<file path="src/rtl/bb_pkg.sv">
// Shared constants and types for the DVB-S2 baseband (de)scrambler.
// PRBS polynomial is 1+X^14+X^15; the register is reloaded with PRBS_INIT at every frame start.
package bb_pkg;
  localparam int PRBS_W = 15;
  localparam logic [PRBS_W-1:0] PRBS_INIT = 15'b100101010000000;
  localparam int LEN_W_DEF = 16;

  typedef enum logic {
    IDLE   = 1'b0,
    ACTIVE = 1'b1
  } state_e;
endpackage

</file>
<file path="src/rtl/bb_descrambler_par_if.sv">
// Stream bundle for bb_descrambler_par: input word channel and output word channel.
// Handshake: a word moves when valid & ready are both high on a rising clk edge.
// The sender holds data/tags stable while valid & !ready.
interface bb_descrambler_par_if #(
  parameter int DATA_W = 8
);
  logic [DATA_W-1:0] in_data;
  logic              in_valid;
  logic              in_sof;
  logic              in_ready;
  logic [DATA_W-1:0] out_data;
  logic              out_valid;
  logic              out_ready;
  logic              out_sof;
  logic              out_eof;

  modport slave (
    input  in_data, in_valid, in_sof, out_ready,
    output in_ready, out_data, out_valid, out_sof, out_eof
  );

  modport master (
    output in_data, in_valid, in_sof, out_ready,
    input  in_ready, out_data, out_valid, out_sof, out_eof
  );
endinterface

</file>
<file path="src/rtl/bb_prbs_step.sv">
// Unrolled PRBS step: applies the serial law DATA_W times, bit DATA_W-1 first.
// Returns the advanced register and the XORed data word.
module bb_prbs_step
  import bb_pkg::*;
#(
  parameter int DATA_W = 8
) (
  input  logic [PRBS_W-1:0] state_i,
  input  logic [DATA_W-1:0] data_i,
  output logic [PRBS_W-1:0] state_o,
  output logic [DATA_W-1:0] data_o
);
  logic [PRBS_W-1:0] r;
  logic              key;

  always_comb begin
    r      = state_i;
    key    = 1'b0;
    data_o = '0;
    for (int i = DATA_W - 1; i >= 0; i--) begin
      key       = r[0] ^ r[1];
      data_o[i] = data_i[i] ^ key;
      r         = {key, r[PRBS_W-1:1]};
    end
    state_o = r;
  end
endmodule

</file>
<file path="src/rtl/bb_descrambler_par.sv">
// Parallel DVB-S2 BB (de)scrambler with frame counter, IDLE/ACTIVE FSM and one output register.
// Optional macro BB_DESCR_FRAME_CHECK_EN adds the frame_err output flag.
module bb_descrambler_par
  import bb_pkg::*;
#(
  parameter int               DATA_W     = 8,
  parameter int               LEN_W      = LEN_W_DEF,
  parameter logic [PRBS_W-1:0] INIT_STATE = PRBS_INIT
) (
  input  logic                  clk,
  input  logic                  rst,
  input  logic [LEN_W-1:0]      k_bch,
  bb_descrambler_par_if.slave   bus,
  output logic                  busy,
  output state_e                dbg_state
`ifdef BB_DESCR_FRAME_CHECK_EN
  ,
  output logic                  frame_err
`endif
);
  localparam int SHIFT = $clog2(DATA_W);
  localparam logic [LEN_W-1:0] LOW_MASK = LEN_W'(DATA_W - 1);

  state_e            state_q, state_d;
  logic [PRBS_W-1:0] lfsr_q, lfsr_d;
  logic [LEN_W-1:0]  cnt_q, cnt_d;
  logic [LEN_W-1:0]  len_q, len_d;
  logic [DATA_W-1:0] out_data_q, out_data_d;
  logic              out_valid_q, out_valid_d;
  logic              out_sof_q, out_sof_d;
  logic              out_eof_q, out_eof_d;

  logic              accept, start, last;
  logic [LEN_W-1:0]  nwords, cur_len, cur_idx;
  logic [PRBS_W-1:0] step_state, step_next;
  logic [DATA_W-1:0] step_data;

  assign bus.in_ready = !out_valid_q | bus.out_ready;
  assign accept       = bus.in_valid & bus.in_ready;
  // Any accept in IDLE opens a frame; in_sof in ACTIVE resyncs to a new one.
  assign start        = accept & ((state_q == IDLE) | bus.in_sof);
  assign nwords       = k_bch >> SHIFT;
  assign cur_len      = start ? ((nwords == '0) ? LEN_W'(1) : nwords) : len_q;
  assign cur_idx      = start ? '0 : cnt_q;
  assign last         = (cur_idx == cur_len - LEN_W'(1));
  assign step_state   = start ? INIT_STATE : lfsr_q;

  bb_prbs_step #(.DATA_W(DATA_W)) u_step (
    .state_i (step_state),
    .data_i  (bus.in_data),
    .state_o (step_next),
    .data_o  (step_data)
  );

  always_comb begin
    state_d     = state_q;
    lfsr_d      = lfsr_q;
    cnt_d       = cnt_q;
    len_d       = len_q;
    out_data_d  = out_data_q;
    out_valid_d = out_valid_q;
    out_sof_d   = out_sof_q;
    out_eof_d   = out_eof_q;
    if (accept) begin
      out_data_d  = step_data;
      out_valid_d = 1'b1;
      out_sof_d   = start;
      out_eof_d   = last;
      len_d       = cur_len;
      if (last) begin
        lfsr_d  = INIT_STATE;
        cnt_d   = '0;
        state_d = IDLE;
      end else begin
        lfsr_d  = step_next;
        cnt_d   = cur_idx + LEN_W'(1);
        state_d = ACTIVE;
      end
    end else if (bus.out_ready) begin
      out_valid_d = 1'b0;
    end
  end

  always_ff @(posedge clk) begin
    if (rst) begin
      state_q     <= IDLE;
      lfsr_q      <= INIT_STATE;
      cnt_q       <= '0;
      len_q       <= '0;
      out_data_q  <= '0;
      out_valid_q <= 1'b0;
      out_sof_q   <= 1'b0;
      out_eof_q   <= 1'b0;
    end else begin
      state_q     <= state_d;
      lfsr_q      <= lfsr_d;
      cnt_q       <= cnt_d;
      len_q       <= len_d;
      out_data_q  <= out_data_d;
      out_valid_q <= out_valid_d;
      out_sof_q   <= out_sof_d;
      out_eof_q   <= out_eof_d;
    end
  end

`ifdef BB_DESCR_FRAME_CHECK_EN
  logic ferr_q, ferr_d;

  // Flags a truncated frame (resync) or a k_bch that is not a whole number of words.
  always_comb begin
    ferr_d = ferr_q;
    if (accept) begin
      ferr_d = ((state_q == ACTIVE) & bus.in_sof) | (start & ((k_bch & LOW_MASK) != '0));
    end
  end

  always_ff @(posedge clk) begin
    if (rst) ferr_q <= 1'b0;
    else     ferr_q <= ferr_d;
  end

  assign frame_err = ferr_q;
`else
  logic unused_mask;
  assign unused_mask = ^LOW_MASK;
`endif

  assign bus.out_data  = out_data_q;
  assign bus.out_valid = out_valid_q;
  assign bus.out_sof   = out_sof_q;
  assign bus.out_eof   = out_eof_q;
  assign busy          = (state_q == ACTIVE);
  assign dbg_state     = state_q;
endmodule

</file>
<file path="src/flat_wrapper.sv">
// flat-port wrapper written by rule: the top's interface ports become plain ports
module bb_descrambler_par_flat import bb_pkg::*;
#(
  parameter int               DATA_W     = 8,
  parameter int               LEN_W      = LEN_W_DEF,
  parameter logic [PRBS_W-1:0] INIT_STATE = PRBS_INIT
)
  (clk, rst, k_bch, busy, dbg_state, bus_in_data, bus_in_valid, bus_in_sof, bus_out_ready, bus_in_ready, bus_out_data, bus_out_valid, bus_out_sof, bus_out_eof);
  bb_descrambler_par_if #(.DATA_W(DATA_W)) bus_i ();
  input  logic clk;
  input  logic rst;
  input  logic [LEN_W-1:0] k_bch;
  output logic busy;
  output state_e dbg_state;
  input wire logic [$bits(bus_i.in_data)-1:0] bus_in_data;
  input wire logic [$bits(bus_i.in_valid)-1:0] bus_in_valid;
  input wire logic [$bits(bus_i.in_sof)-1:0] bus_in_sof;
  input wire logic [$bits(bus_i.out_ready)-1:0] bus_out_ready;
  output wire logic [$bits(bus_i.in_ready)-1:0] bus_in_ready;
  output wire logic [$bits(bus_i.out_data)-1:0] bus_out_data;
  output wire logic [$bits(bus_i.out_valid)-1:0] bus_out_valid;
  output wire logic [$bits(bus_i.out_sof)-1:0] bus_out_sof;
  output wire logic [$bits(bus_i.out_eof)-1:0] bus_out_eof;
  assign bus_i.in_data = bus_in_data;
  assign bus_i.in_valid = bus_in_valid;
  assign bus_i.in_sof = bus_in_sof;
  assign bus_i.out_ready = bus_out_ready;
  assign bus_in_ready = bus_i.in_ready;
  assign bus_out_data = bus_i.out_data;
  assign bus_out_valid = bus_i.out_valid;
  assign bus_out_sof = bus_i.out_sof;
  assign bus_out_eof = bus_i.out_eof;
  bb_descrambler_par #(.DATA_W(DATA_W), .LEN_W(LEN_W), .INIT_STATE(INIT_STATE)) u_core (.clk(clk), .rst(rst), .k_bch(k_bch), .bus(bus_i), .busy(busy), .dbg_state(dbg_state));
endmodule
</file>
<file path="config.mk">
export PLATFORM = sky130hd
export DESIGN_NAME = bb_descrambler_par_flat
export DESIGN_NICKNAME = d
export VERILOG_FILES = /design/src/rtl/bb_pkg.sv /design/src/rtl/bb_descrambler_par_if.sv /design/src/rtl/bb_prbs_step.sv /design/src/rtl/bb_descrambler_par.sv /design/src/flat_wrapper.sv
export SDC_FILE = /design/constraint.sdc
export NUM_CORES = 1
export LEC_CHECK = 0
export ABC_AREA = 1
export CAP_MARGIN = 20
export CELL_PAD_IN_SITES_DETAIL_PLACEMENT = 1
export CELL_PAD_IN_SITES_GLOBAL_PLACEMENT = 1
export CORE_AREA = 2 2 89 113
export CTS_CLUSTER_DIAMETER = 80
export CTS_CLUSTER_SIZE = 16
export DETAILED_ROUTE_END_ITERATION = 10
export DIE_AREA = 0 0 91 115
export GPL_TIMING_DRIVEN = 0
export PLACE_DENSITY_LB_ADDON = 0.15
export REMOVE_ABC_BUFFERS = 1
export SYNTH_ARGS = -nofsm -noshare
export SYNTH_HDL_FRONTEND = slang
export SYNTH_SLANG_ARGS = --single-unit
</file>
<file path="constraint.sdc">
create_clock -name clk -period 3.63 [get_ports clk]
set_input_delay 0.363 -clock clk [delete_from_list [all_inputs] [get_ports clk]]
set_output_delay 0.363 -clock clk [all_outputs]
set_load 0.02 [all_outputs]
</file>
-- Yosys cells after proc, flatten, opt, wreduce, memory -nomap -nowiden
Cells that the tools add are included.
- register bits: 59
- bits in latches: 0
- RAM bits: 0
- ROM bits: 0
- input bits: 29
- output and inout port bits: 14
- logic and storage cells: 44
- memories kept: 0
- add/subtract/negate cells: 2
- $mul: 0
- div/mod/pow operators: 0
- $lt $le $gt $ge: 0
- equal/unequal tests: 1
- shifts and indexed selects: 0
- mux-type cells: 9
- bitwise gates (word level): 21
- reduce and logical (&&, ||, !) cells: 3
- operator list (cell ; count):
    two-way mux 16 bit ; 3
    two-way mux 15 bit ; 2
    adder 16 x 1 -> 16 bit (second input constant) ; 1
    == test 16 bit ; 1
    zero test 16 bit ; 1
    subtractor 16 x 1 -> 16 bit (second input constant) ; 1
    XOR 1 bit ; 16
    two-way mux 13 bit ; 1
    two-way mux 1 bit ; 3
    AND 1 bit ; 2
    OR 1 bit ; 2
    nonzero test 2 bit ; 1
    zero test 1 bit ; 1
    NOT 1 bit ; 1

-- Depth between registers and ports, before layout
Gate-level depths: netlist of the first run.
- depth in word-level cells: 8
- gate-level depth with buffers: 22
- mapped depth without buffers: 20

-- By module
Synthesis of the first run repeated with hierarchy kept, for this count alone.
- cell total of the unflattened synthesis: 637
- area, all modules: 3996.3 um^2
- by module, submodules not included (module ; times used ; cells an instance ; area each (um^2) ; sequential area each (um^2)):
    bb_descrambler_par ; 1 ; 548 ; 3612.2 ; 1181.1
    bb_prbs_step ; 1 ; 89 ; 384.1 ; 0.0

-- Least setup slack after synthesis of the first run
Ideal clock, no wire load.
- kind: flip-flop to flip-flop
- start point: register u_core.out_valid_q, in the netlist u_core.bus.out_valid
- end point: register u_core.cnt_q[14]
- setup time: 132 ps
- arrival time: 2651 ps
- required time: 3498 ps
- path slack: 846 ps
- stages on the path, launching flop included: 19
- buffers on the path: 2
- clock period less this slack: 2784 ps
- cells stage by stage: dfxtp_1 -> nand2_2 -> nand3_2 -> buf_6 -> nand2_1 -> nand2_1 -> ha_1 -> nand3_1 -> nor2_1 -> nand2_1 -> clkinv_1 -> nand3b_1 -> nand2_1 -> nand2_1 -> nor2_1 -> nand3_2 -> buf_4 -> nand3_1 -> a21oi_1
- cells in the longest elaborated chain, start to end: 8
- elaborated cells on any way between the ends: 10
- those cells by class: 2 x add/sub; 1 x eq/ne; 3 x mux; 3 x bitwise; 1 x reduce/logical
- RTL lines (item ; RTL line ; text):
    start: declaration ; bb_descrambler_par.sv:29 ; logic out_valid_q, out_valid_d;
    start signal: assignment ; bb_descrambler_par.sv:100 ; out_valid_q <= out_valid_d;
    zero test 1 bit (*) ; bb_descrambler_par.sv:38 ; assign bus.in_ready = !out_valid_q | bus.out_ready;
    OR 1 bit (*) ; bb_descrambler_par.sv:38 ;
    named net bus_in_ready ; flat_wrapper.sv:19 ; output wire logic [$bits(bus_i.in_ready)-1:0] bus_in_ready;
    AND 1 bit (*) ; bb_descrambler_par.sv:39 ; assign accept = bus.in_valid & bus.in_ready;
    AND 1 bit ; bb_descrambler_par.sv:41 ; assign start = accept & ((state_q == IDLE) | bus.in_sof);
    two-way mux 16 bit ; bb_descrambler_par.sv:43 ; assign cur_len = start ? ((nwords == '0) ? LEN_W'(1) : nwords) : len_q;
    subtractor 16 x 1 -> 16 bit ; bb_descrambler_par.sv:45 ; assign last = (cur_idx == cur_len - LEN_W'(1));
    == test 16 bit ; bb_descrambler_par.sv:45 ;
    two-way mux 16 bit ; bb_descrambler_par.sv:70 ; if (last) begin
    end signal: assignment ; bb_descrambler_par.sv:97 ; cnt_q <= cnt_d;
    end: declaration ; bb_descrambler_par.sv:26 ; logic [LEN_W-1:0] cnt_q, cnt_d;
Mark *: on every way through the listed nets, which the timed path passes. The rest lies on a longest branch.
A chain may end at the register's enable or synchronous reset.

-- Worst setup path in the final report of the first run
- start point: input bus_out_ready
- end point: register u_core.lfsr_q[13]
- cells in the longest elaborated chain, start to end: 7
- elaborated cells on any way between the ends: 10
- those cells by class: 1 x add/sub; 1 x eq/ne; 4 x mux; 4 x bitwise
- RTL lines (item ; RTL line ; text):
    start: declaration ; flat_wrapper.sv:18 ; input wire logic [$bits(bus_i.out_ready)-1:0] bus_out_ready;
    OR 1 bit (*) ; bb_descrambler_par.sv:38 ;
    AND 1 bit (*) ; bb_descrambler_par.sv:39 ;
    AND 1 bit ; bb_descrambler_par.sv:41 ;
    two-way mux 16 bit ; bb_descrambler_par.sv:43 ;
    subtractor 16 x 1 -> 16 bit ; bb_descrambler_par.sv:45 ;
    == test 16 bit ; bb_descrambler_par.sv:45 ;
    two-way mux 15 bit ; bb_descrambler_par.sv:70 ;
    end signal: assignment ; bb_descrambler_par.sv:96 ; lfsr_q <= lfsr_d;
    end: declaration ; bb_descrambler_par.sv:25 ; logic [PRBS_W-1:0] lfsr_q, lfsr_d;
Every way passes the cells marked *; elsewhere a longest branch is shown, timed or not.

==> reports/metrics.csv, run 1 <==
metric;value;unit
status;finished, final reports clean;
Worst Tran Pin Value;609;ps
Main synth FF type;dfxtp_1;
cell taking the most area after synthesis;dfxtp_1;
Max Freq;0.306;GHz
Area growth, synth to finish;26.0;%
period utilisation layout;89.9;%
Slew HR;59.4;%
count of cell types in the netlist;29;
Final Wtd Congestion;0.819;
Yosys warning total;0;
async set-reset flop share out of synthesis;0;%
clock period minus worst slack;3260;ps
Hold Vio Cnt, Final;0;
starting density of the core;38.2;%
Starting DRT DRC Count;164;
maximum net fanout on the critical path;42;
Max Cap Viol;0;
Crit Path Category;input port to flop;
final net count;640;
number of global-route vias before repair;3765;
full die area;10500;um^2
Bufs on Longest Clock Path;2;
adder-cell share of the synthesized area;0.697;%
largest family of logic cells by synthesized area;simple AND/OR/NAND/NOR gates;
post-route ant nets;0;
XOR/XNOR share of the synthesized area;7.56;%
Pleak;2.13;nW
post-layout util;48.1;%
filler instances;1289;
# IOs;43;
GRT Total Usage;21.6;%
TNS Setup;0;ps
antenna violations before repair;0;
ant diodes;0;
CTS tree;done;
top-count cell post-synth;nand2_1;
hpwl dp;6.97;mm
Compound-Gate Fraction of Synth Area;8.50;%
simple-gate share of the synthesized area;39.3;%
crit-path most repeated cell;nand2_1;
biggest cell delay along the critical path;400;ps
Routed WL;10.9;mm
top-area cell type share of the netlist area;32.9;%
chip width;91;um
clock sinks;59;
post-synthesis cell count;571;
largest net degree at the start of global routing;43;
syn avg cell area;6.29;um^2
Vias;3760;
port bufs;39;
worst-path cell chain;clkdlybuf4s50_1 -> inv_1 -> nand2_4 -> nand2_4 -> nor2_2 -> nand2_1 -> nand2_1 -> nor2_1 -> nand2_1 -> nor2_4 -> nor2_1 -> nor2_1 -> nand2_1 -> nor3_4 -> buf_4 -> nand3_4 -> nand3_1 -> a21oi_1;
Post-synth EDFFs;0;
total gr overflow;0;
Reg clk slew, reported paths;50;ps
Synth top cells by count;167 x nand2_1, 72 x inv_1, 59 x dfxtp_1, 59 x nand3_1, 58 x nor2_1;
top cells by area, synth;dfxtp_1 33%, nand2_1 17%, nand3_1 8.2%;
cts bufs inserted;9;
core area;9410;um^2
Die Y;115;um
layout cells sized above 1;8.63;%
slowest cell on the critical path;clkdlybuf4s50_1;
worst path arrival time;3480;ps
Hold WC Path Type;input port to flop;
Vias/cell;5.08;
# DRC;0;
clk root buf;clkbuf_16;
sequential fraction of the synthesis area;32.9;%
number of synthesized register bits;59;
htree depth;3;
floorplan row count;40;
Pre-antenna DRT Iters;4;
clock latency on the worst-skew pair;340;ps
RSZ-0062 raised after global routing;false;
final slew viol count;0;
Setup violations, final;0;
Peak VDD IR;0.294;mV
DR WL/cell;14.7;um
mux cell area share after synthesis;0;%
global-route wire length before repair;17.9;mm
Synth Cell Area;3590;um^2
Setup crit start kind;input port;
worst path required time;3850;ps
Power Dens Cells;443;nW/um^2
CP Capture Type;flop;
Worst Skew;7.72;ps
-- cell families (layout without fill, tap and decap cells) --
group	count (synthesis)	after routing
and+or+nand+nor	324	327
buffers and inverters	96	136
AOI/OAI and AO/OA	59	59
DFF	59	59
xor gates and xnor gates	31	31
adders and majority gates	2	2
-- timing repair --
| action | CTS | global route |
|---|---|---|
| endpoints found under the setup margin | 33 | 33 |
| buffers inserted | 0 | 6 |
| gates resized for setup | 10 | 4 |
| pin swaps | 2 | 3 |
| cloned | 3 | 0 |
| hold buffers | 0 | 0 |
-- layer usage --
metal,GRT usage (%),part of all wire (%),up-vias
met5,0,0,-
met4,9.60,2.3,0
met2,39.8,51,59
met3,3.60,3.4,20
li1,-,-,1874
met1,24.4,43,1807
-- cell usage in the layout, fill, tap and decap left out, types with 2 or more instances in the layout --
| master | netlist | final |
|---|---|---|
| clkbuf_16 | 0 | 9 |
| nand2_1 | 167 | 165 |
| nand3b_1 | 4 | 4 |
| buf_12 | 0 | 3 |
| o21ai_1 | 2 | 2 |
| nand3_1 | 59 | 59 |
| nor2_2 | 8 | 8 |
| nand3_2 | 2 | 2 |
| nand3_4 | 0 | 3 |
| nor2_4 | 1 | 4 |
| inv_1 | 72 | 72 |
| clkinv_2 | 0 | 2 |
| nand4_1 | 11 | 11 |
| clkdlybuf4s50_1 | 0 | 37 |
| nand2_2 | 6 | 6 |
| clkbuf_1 | 14 | 2 |
| a21oi_1 | 40 | 40 |
| nand2_4 | 0 | 2 |
| bufinv_16 | 0 | 2 |
| xnor2_1 | 15 | 15 |
| o21ai_0 | 14 | 14 |
| ha_1 | 2 | 2 |
| xor2_1 | 16 | 16 |
| buf_4 | 5 | 5 |
| nor3_1 | 3 | 3 |
| dfxtp_1 | 59 | 59 |
| nor2_1 | 58 | 55 |
| nor4_1 | 2 | 2 |
-- state kept, by name, indices dropped and copies added (netlist names) --
register,cells
u_core.bus.out_data,8
u_core.bus.out_eof,1
u_core.bus.out_sof,1
u_core.bus.out_valid,1
u_core.busy,1
u_core.cnt_q,16
u_core.len_q,16
u_core.lfsr_q,15
-- area by class of cell --
type,instances,area [um^2],area share [%]
Clock buffer,11,233,5.15
Clock inverter,5,77.6,1.72
Inverter,73,274,6.06
Multi-Input combinational cell,419,2120,46.8
Sequential cell,59,1180,26.1
Tap cell,126,158,3.49
Timing Repair Buffer,47,482,10.7
-- final timing paths --
path                                                   startpoint                        endpoint  slack (ps)  cells after the start
worst min-delay path                                          rst   u_core.len_q[11]$_SDFFE_PP0P_         440                      2
worst max register to register  u_core.bus.out_valid$_SDFFE_PP0P_  u_core.lfsr_q[13]$_SDFFE_PP0P_         490                     16
worst max-delay path                                bus_out_ready  u_core.lfsr_q[13]$_SDFFE_PP0P_         370                     18
worst min register to register      u_core.cnt_q[13]$_SDFFE_PP0P_   u_core.cnt_q[13]$_SDFFE_PP0P_         460                      2
-- per-stage QoR --
step	hold WS, ps	worst slack [ps]	power, mW	cell area, um^2	std cells
after floorplan	432	122	0.932	3470	548
after global placement	451	-1670	1.05	4020	713
after detailed placement	457	-1710	1.07	4060	715
after CTS	443	9.26	2.01	4440	734
after global routing	470	39.8	2.09	4520	740
final	440	365	2.00	4520	740
-- report_power, final --
part	internal [mW]	switching, mW	leakage, nW
Clock	0.599	0.315	0.150
Sequential	0.679	0.0165	0.483
Combinational	0.143	0.250	1.50
-- worst max-delay path: cells and delay by family --
kind                   cells  cell delay (ps)
AO/OA/AOI/OAI              1               60
buffers and inverters      3              700
AND/OR/NAND/NOR           14             2340
(Power assumes the default switching activity.)
==> run 2, diff against run 1 <==
--- a/config.mk
+++ b/config.mk
@@ -9,14 +9,16 @@
 export CAP_MARGIN = 20
 export CELL_PAD_IN_SITES_DETAIL_PLACEMENT = 1
 export CELL_PAD_IN_SITES_GLOBAL_PLACEMENT = 1
-export CORE_AREA = 2 2 89 113
+export CORE_AREA = 2 2 93 117
 export CTS_CLUSTER_DIAMETER = 80
 export CTS_CLUSTER_SIZE = 16
 export DETAILED_ROUTE_END_ITERATION = 10
-export DIE_AREA = 0 0 91 115
+export DIE_AREA = 0 0 95 119
 export GPL_TIMING_DRIVEN = 0
+export HOLD_SLACK_MARGIN = 0.02
 export PLACE_DENSITY_LB_ADDON = 0.15
 export REMOVE_ABC_BUFFERS = 1
 export SYNTH_ARGS = -nofsm -noshare
 export SYNTH_HDL_FRONTEND = slang
+export SYNTH_HIERARCHICAL = 1
 export SYNTH_SLANG_ARGS = --single-unit
==> run 2 against run 1 <==
  * Register-to-register slack worse by 120 ps
  * Wire length is 10% higher
  * Largest cell class unchanged
  * Final area is 5.3% higher
  * Via count is 7.3% higher
  * Critical path depth is 4 higher
  * Die area is 8.0% higher
  * Combinational power is 2% higher
  * Total power is 3.6% lower
  * Worst setup slack worse by 110 ps
  * Sequential power hardly changed
  * Utilization is 2.1 points lower
  * Clock skew is 3.3 ps lower
==> reports/metrics.csv, run 2 <==
metric;value;unit;change
Die Y;119;um;+3.5%
total gr overflow;0;;unchanged
core area;10400;um^2;+10%
GRT Total Usage;21.5;%;-0.027 points
final slew viol count;0;;unchanged
Routed WL;12.0;mm;+10%
Power Dens Cells;405;nW/um^2;-8.4%
number of synthesized register bits;59;;unchanged
met3 routed wirelength;386;um;+3.2%
DR WL/cell;15.0;um;+2.3%
Post-synth EDFFs;0;;unchanged
Bufs on Longest Clock Path;2;;unchanged
Hold WC Path Type;flop to flop;;
clk root buf;clkbuf_16;;
Starting DRT DRC Count;117;;-29%
Max Cap Viol;0;;unchanged
clock sinks;59;;unchanged
clock period minus worst slack;3370;ps;+110 ps
top-count cell post-synth;nand2_1;;
starting density of the core;38.6;%;+0.45 points
chip width;95;um;+4.4%
# DRC;0;;unchanged
async set-reset flop share out of synthesis;0;%;unchanged
Area growth, synth to finish;19.1;%;
Power Total;1.93;mW;-3.6%
Peak VDD IR;0.214;mV;-27%
post-synthesis cell count;637;;+12%
largest net degree at the start of global routing;48;;+12%
layout cells sized above 1;12.0;%;+3.4 points
Seq pwr share;36.0;%;+1.2 points
full die area;11300;um^2;+8.0%
floorplan row count;42;;+5.0%
Main synth FF type;dfxtp_1;;
Synth top cells by count;202 x nand2_1, 69 x inv_1, 65 x nand3_1, 59 x dfxtp_1, 54 x nor2_1;;
htree depth;3;;unchanged
ant diodes;0;;unchanged
Worst Skew;4.46;ps;-3.26 ps
Clock power frac;43.3;%;-2.3 points
# IOs;43;;unchanged
Setup violations, final;0;;unchanged
Worst Tran Pin Value;932;ps;+323 ps
clock latency on the worst-skew pair;330;ps;about the same
cell taking the most area after synthesis;dfxtp_1;;
cts bufs inserted;9;;unchanged
Final Wtd Congestion;0.786;;-4.0%
Internal;1.36;mW;-4.4%
port bufs;39;;unchanged
Pleak;2.34;nW;+9.7%
Logic pwr share;20.7;%;+1.1 points
commonest non-fill, non-tap cells in the layout;202 x nand2_1, 69 x inv_1, 65 x nand3_1, 59 x dfxtp_1, 53 x nor2_1;;
Max Freq;0.296;GHz;-3.3%
Synth Cell Area;4000;um^2;+11%
count of cell types in the netlist;35;;+21%
Pre-antenna DRT Iters;4;;unchanged
CTS Hold Bufs;0;;unchanged
sequential fraction of the synthesis area;29.6;%;-3.3 points
global-route wire length before repair;19.0;mm;+6.4%
period utilisation layout;93.0;%;+3.0 points
Yosys warning total;6;;+6
Reg clk slew, reported paths;50;ps;about the same
top cells by area, synth;dfxtp_1 30%, nand2_1 19%, nand3_1 8.1%;;
wire length on met2;6.29;mm;+13%
syn avg cell area;6.27;um^2;-0.21%
Setup crit start kind;input port;;
commonest non-fill, non-tap cell in the layout;nand2_1;;
sw frac;29.6;%;+0.61 points
number of global-route vias before repair;4152;;+10%
top-area cell type share of the netlist area;29.6;%;-3.3 points
post-layout util;46.0;%;-2.1 points
status;finished, final reports clean;;
CP Capture Type;flop;;
post-route ant nets;0;;unchanged
biggest regs;u_core/cnt_q: 16 flops, u_core/len_q: 16 flops, u_core/lfsr_q: 15 flops;;
max layer used;met4;;
antenna violations before repair;0;;unchanged
Hold Vio Cnt, Final;0;;unchanged
RSZ-0062 raised after global routing;false;;
Slew HR;37.8;%;-22 points
worst path required time;3790;ps;-60 ps
worst path arrival time;3540;ps;+60 ps
Vias/cell;5.06;;-0.49%
wl on met1;5.06;mm;+8.2%
Crit Path Category;input port to flop;;
Vias;4035;;+7.3%
Sw Pwr;0.572;mW;-1.6%
CTS tree;done;;
filler instances;1393;;+8.1%
maximum net fanout on the critical path;17;;-60%
final net count;692;;+8.1%
hpwl dp;7.67;mm;+10%
[run 2: changes by cell type in the layout (fill, tap and decap cells not counted), moves of 3 or more]
cell	previous run	this run
nand2_1	165	202
inv_2	0	11
nor2_2	8	11
buf_4	5	0
a21oi_1	40	37
nand4_1	11	17
clkbuf_8	0	4
nand3_1	59	65
xnor2_1	15	1
inv_1	72	69
nand3_2	2	5
nand2_2	6	17
[run 2: metal layers]
layer / vias to the layer above / global-route usage [%]
met5: - / 0
met4: 0 / 9.51
met3: 15 / 2.28
met2: 65 / 40.9
met1: 1915 / 23.3
li1: 2040 / -
[run 2: worst max-delay path, cell delays in order]
cell             delay (ps)
clkdlybuf4s50_1         470
inv_2                    90
nand2_4                 190
nand3_4                 210
nor2_1                  170
nand2_1                  90
nand2_2                 140
ha_1                    190
nand3_1                 200
inv_1                   110
nand2_1                 100
nand2_1                  90
nand2_1                  50
nor2_1                  130
nand2_1                  80
nor2_1                  100
nand2_1                  70
nor2_2                  260
nand3_4                 110
buf_12                  180
nand3_1                  70
a21oi_1                  80
[run 2: final timing paths]
path,end,startpoint,cells after the start,slack (ps)
worst min register to register,u_core/bus.out_sof$_SDFFE_PP0P_,u_core/bus.out_sof$_SDFFE_PP0P_,2,460
worst min-delay path,u_core/bus.out_sof$_SDFFE_PP0P_,u_core/bus.out_sof$_SDFFE_PP0P_,2,460
worst max-delay path,u_core/cnt_q[0]$_SDFFE_PP0P_,bus_out_ready,22,260
worst max register to register,u_core/cnt_q[0]$_SDFFE_PP0P_,u_core/bus.out_valid$_SDFFE_PP0P_,20,370
[run 2: power groups by stage]
stage / Clock (mW) / Combinational [mW] / Sequential (mW)
after floorplan: 0 / 0.230 / 0.718
after global placement: 0 / 0.363 / 0.705
after detailed placement: 0 / 0.383 / 0.707
after CTS: 0.862 / 0.396 / 0.693
after global routing: 0.882 / 0.443 / 0.697
final: 0.836 / 0.399 / 0.695
[run 2: kinds of logic (layout without fill, tap and decap cells)]
family | after synthesis | count (layout) | share of synthesized area [%]
flops | 59 | 59 | 29.6
compound gates | 51 | 52 | 6.48
simple gates | 390 | 393 | 44.8
fa+ha+maj | 2 | 2 | 0.626
xor+xnor | 20 | 20 | 4.92
buf+inv | 115 | 140 | 13.7
[run 2: timing repair]
action | CTS | global route
resized for setup | 3 | 2
cloned | 3 | 1
setup endpoints to repair | 33 | 33
setup buffers | 0 | 2
hold endpoints to repair | 0 | 0
pin swaps | 2 | 2
[run 2: cell type report]
class                   instances  area [um^2]  share of cell area [%]
inverters                      81          305                    6.41
clock buffers                  15          288                    6.05
flip-flops and latches         59         1180                    24.8
repair buffers                 43          479                    10.1
well taps                     132          165                    3.47
multi-input cells             467         2340                    49.1
clock inverters                 1         5.00                   0.105
[run 2: stage by stage]
stage | TNS (ps) | std cells | setup slack, ps | cell area [um^2] | hold slack (ps)
3_3_place_gp | -57640 | 774 | -1450 | 4310 | 450
3_5_place_dp | -26170 | 776 | -851 | 4370 | 456
5_1_grt | 0 | 798 | 16.3 | 4760 | 491
2_1_floorplan | 0 | 603 | 542 | 3760 | 432
4_1_cts | 0 | 795 | 97.3 | 4700 | 464
6_report | 0 | 798 | 255 | 4760 | 460
==> run 3, diff against run 2 <==
--- a/config.mk
+++ b/config.mk
@@ -11,12 +11,12 @@
 export CELL_PAD_IN_SITES_GLOBAL_PLACEMENT = 1
 export CORE_AREA = 2 2 93 117
 export CTS_CLUSTER_DIAMETER = 80
-export CTS_CLUSTER_SIZE = 16
+export CTS_CLUSTER_SIZE = 28
 export DETAILED_ROUTE_END_ITERATION = 10
 export DIE_AREA = 0 0 95 119
 export GPL_TIMING_DRIVEN = 0
 export HOLD_SLACK_MARGIN = 0.02
-export PLACE_DENSITY_LB_ADDON = 0.15
+export PLACE_DENSITY_LB_ADDON = 0.1
 export REMOVE_ABC_BUFFERS = 1
 export SYNTH_ARGS = -nofsm -noshare
 export SYNTH_HDL_FRONTEND = slang
==> constraint.sdc (replaced) <==
create_clock -name clk -period 3.63 [get_ports clk]
set_input_delay 0.363 -clock clk [delete_from_list [all_inputs] [get_ports clk]]
set_output_delay 0.363 -clock clk [all_outputs]
set_load 0.01 [all_outputs]
==> run 3 against run 2 <==
  * Sequential share of layout area fell by 0.12 points
  * Utilization rose by 0.22 points
  * Worst setup slack improved by 36 ps
  * Clock power rose by 13%
  * Sequential power barely moved
  * Flip-flop and latch count did not move
  * Non-clock buffer count did not move
  * Global-route usage fell by 0.36 points
  * First-iteration DRC count fell by 20%
  * Largest cell class unchanged
==> reports/metrics.csv, run 3 (synthesis results as in run 2) <==
metric;value;unit;change
status;finished, final reports clean;;
Pleak;2.35;nW;+0.39%
largest net degree at the start of global routing;48;;unchanged
Worst Skew;7.05;ps;+2.59 ps
full die area;11300;um^2;unchanged
clk root buf;clkbuf_16;;
worst path required time;3840;ps;+50 ps
clock period minus worst slack;3340;ps;-35.9 ps
Vias;3939;;-2.4%
global-route wire length before repair;18.7;mm;-1.7%
biggest regs;u_core/cnt_q: 16 flops, u_core/len_q: 16 flops, u_core/lfsr_q: 15 flops;;
clock sinks;59;;unchanged
chip width;95;um;unchanged
post-route ant nets;0;;unchanged
Power Dens Cells;423;nW/um^2;+4.3%
TNS Setup;0;ps;unchanged
Placed Instance Area;4390;um^2;+0.46%
Final Wtd Congestion;0.771;;-1.9%
Bufs on Longest Clock Path;2;;unchanged
post-route cell area;4780;um^2;+0.47%
fin cells;797;;-0.13%
Setup crit start kind;input port;;
worst path arrival time;3550;ps;about the same
Worst Tran Pin Value;810;ps;-123 ps
commonest non-fill, non-tap cells in the layout;202 x nand2_1, 69 x inv_1, 65 x nand3_1, 59 x dfxtp_1, 53 x nor2_1;;
Starting DRT DRC Count;94;;-20%
worst r2r dst;u_core/cnt_q[9]$_SDFFE_PP0P_;;
# IOs;43;;unchanged
floorplan row count;42;;unchanged
Reg clk slew, reported paths;50;ps;about the same
post-layout util;46.2;%;+0.22 points
Setup violations, final;0;;unchanged
Peak VDD IR;0.210;mV;-2.0%
hpwl dp;7.78;mm;+1.4%
Register-to-Register Path Depth;17;;-15%
CTS Hold Bufs;0;;unchanged
worst setup path startpoint;bus_in_sof;;
# DRC;0;;unchanged
period utilisation layout;92.0;%;-0.99 points
final slew viol count;0;;unchanged
Hold Slack;461;ps;+0.955 ps
GRT Total Usage;21.2;%;-0.36 points
Hold WC Path Type;flop to flop;;
cts bufs inserted;9;;unchanged
starting density of the core;38.6;%;unchanged
Area growth, synth to finish;19.7;%;
hold_sp;u_core/bus.out_sof$_SDFFE_PP0P_;;
commonest non-fill, non-tap cell in the layout;nand2_1;;
maximum net fanout on the critical path;16;;-1
r2r setup slk;450;ps;+80 ps
ant diodes;0;;unchanged
core area;10400;um^2;unchanged
Routed WL;11.5;mm;-3.8%
Max Freq;0.300;GHz;+1.1%
total gr overflow;0;;unchanged
CP Capture Type;flop;;
CP Capture Point;u_core/cnt_q[9]$_SDFFE_PP0P_;;
filler instances;1378;;-1.1%
clock latency on the worst-skew pair;330;ps;about the same
Die Y;119;um;unchanged
layout cells sized above 1;12.0;%;+0.018 points
Vias/cell;4.94;;-2.3%
placed insts;777;;+0.13%
Pre-antenna DRT Iters;4;;unchanged
htree depth;3;;unchanged
Crit Path Category;input port to flop;;
r2r startpoint;u_core/busy$_SDFFE_PP0P_;;
Slew HR;46.0;%;+8.1 points
DR WL/cell;14.5;um;-3.7%
CTS tree;done;;
final net count;691;;-0.14%
Max Cap Viol;0;;unchanged
number of global-route vias before repair;4020;;-3.2%
antenna violations before repair;0;;unchanged
port bufs;39;;unchanged
Hold Vio Cnt, Final;0;;unchanged
## run 3: worst min-delay path by stage
stage                                 endpoint  slack, ps  cells after the start
2_1_floorplan  u_core/bus.out_sof$_SDFFE_PP0P_        430                      1
3_3_place_gp   u_core/bus.out_sof$_SDFFE_PP0P_        450                      2
3_5_place_dp   u_core/bus.out_sof$_SDFFE_PP0P_        450                      2
4_1_cts        u_core/bus.out_sof$_SDFFE_PP0P_        460                      2
5_1_grt          u_core/lfsr_q[0]$_SDFFE_PP0P_        480                      2
6_report       u_core/bus.out_sof$_SDFFE_PP0P_        460                      2
## run 3: power breakdown
part,switching [mW],internal (mW)
Sequential,0.0144,0.679
Clock,0.309,0.637
Combinational,0.240,0.143
Total,0.563,1.46
## run 3: cell type report
class	instances	area (um^2)	area share, %
multi-input combinational	466	2320	48.6
sequential	59	1180	24.7
timing repair buffer	43	479	10.0
inverter	81	305	6.38
clock buffer	12	256	5.36
tap	132	165	3.45
clock inverter	4	72.6	1.52
## run 3: what timing repair did
action,in CTS,in global routing
pin swaps,1,2
gates resized for setup,1,3
setup buffers,0,1
setup endpoints to repair,33,33
endpoints found under the hold margin,0,0
cloned,2,1
## run 3: critical path, cell delays in order
cell and delay (ps):
clkdlybuf4s50_1 450, inv_1 60, nand2_4 190, nand3_4 230, nor2_1 170, nand2_1 90, nand2_2 130, ha_1 190
nand3_1 170, nor2_2 240, nand3_1 150, nand3_1 120, nand2_1 60, nor2_1 110, nand2_1 70, nor2_2 240
nand3_4 270, nand3_1 170, a21oi_1 80
## run 3: layer usage
| metal | GRT usage [%] | vias up | share of wire (%) |
|---|---|---|---|
| met5 | 0 | - | 0 |
| met4 | 5.71 | 0 | 1.2 |
| met3 | 4.11 | 9 | 3.1 |
| met2 | 39.7 | 48 | 52 |
| met1 | 23.8 | 1844 | 44 |
| li1 | - | 2038 | - |
## run 3: stage by stage
step	power, mW	worst slack, ps
after floorplan	0.939	566
after global placement	1.06	-1460
after detailed placement	1.08	-744
after CTS	2.05	14.2
after global routing	2.12	-8.82
final	2.02	291
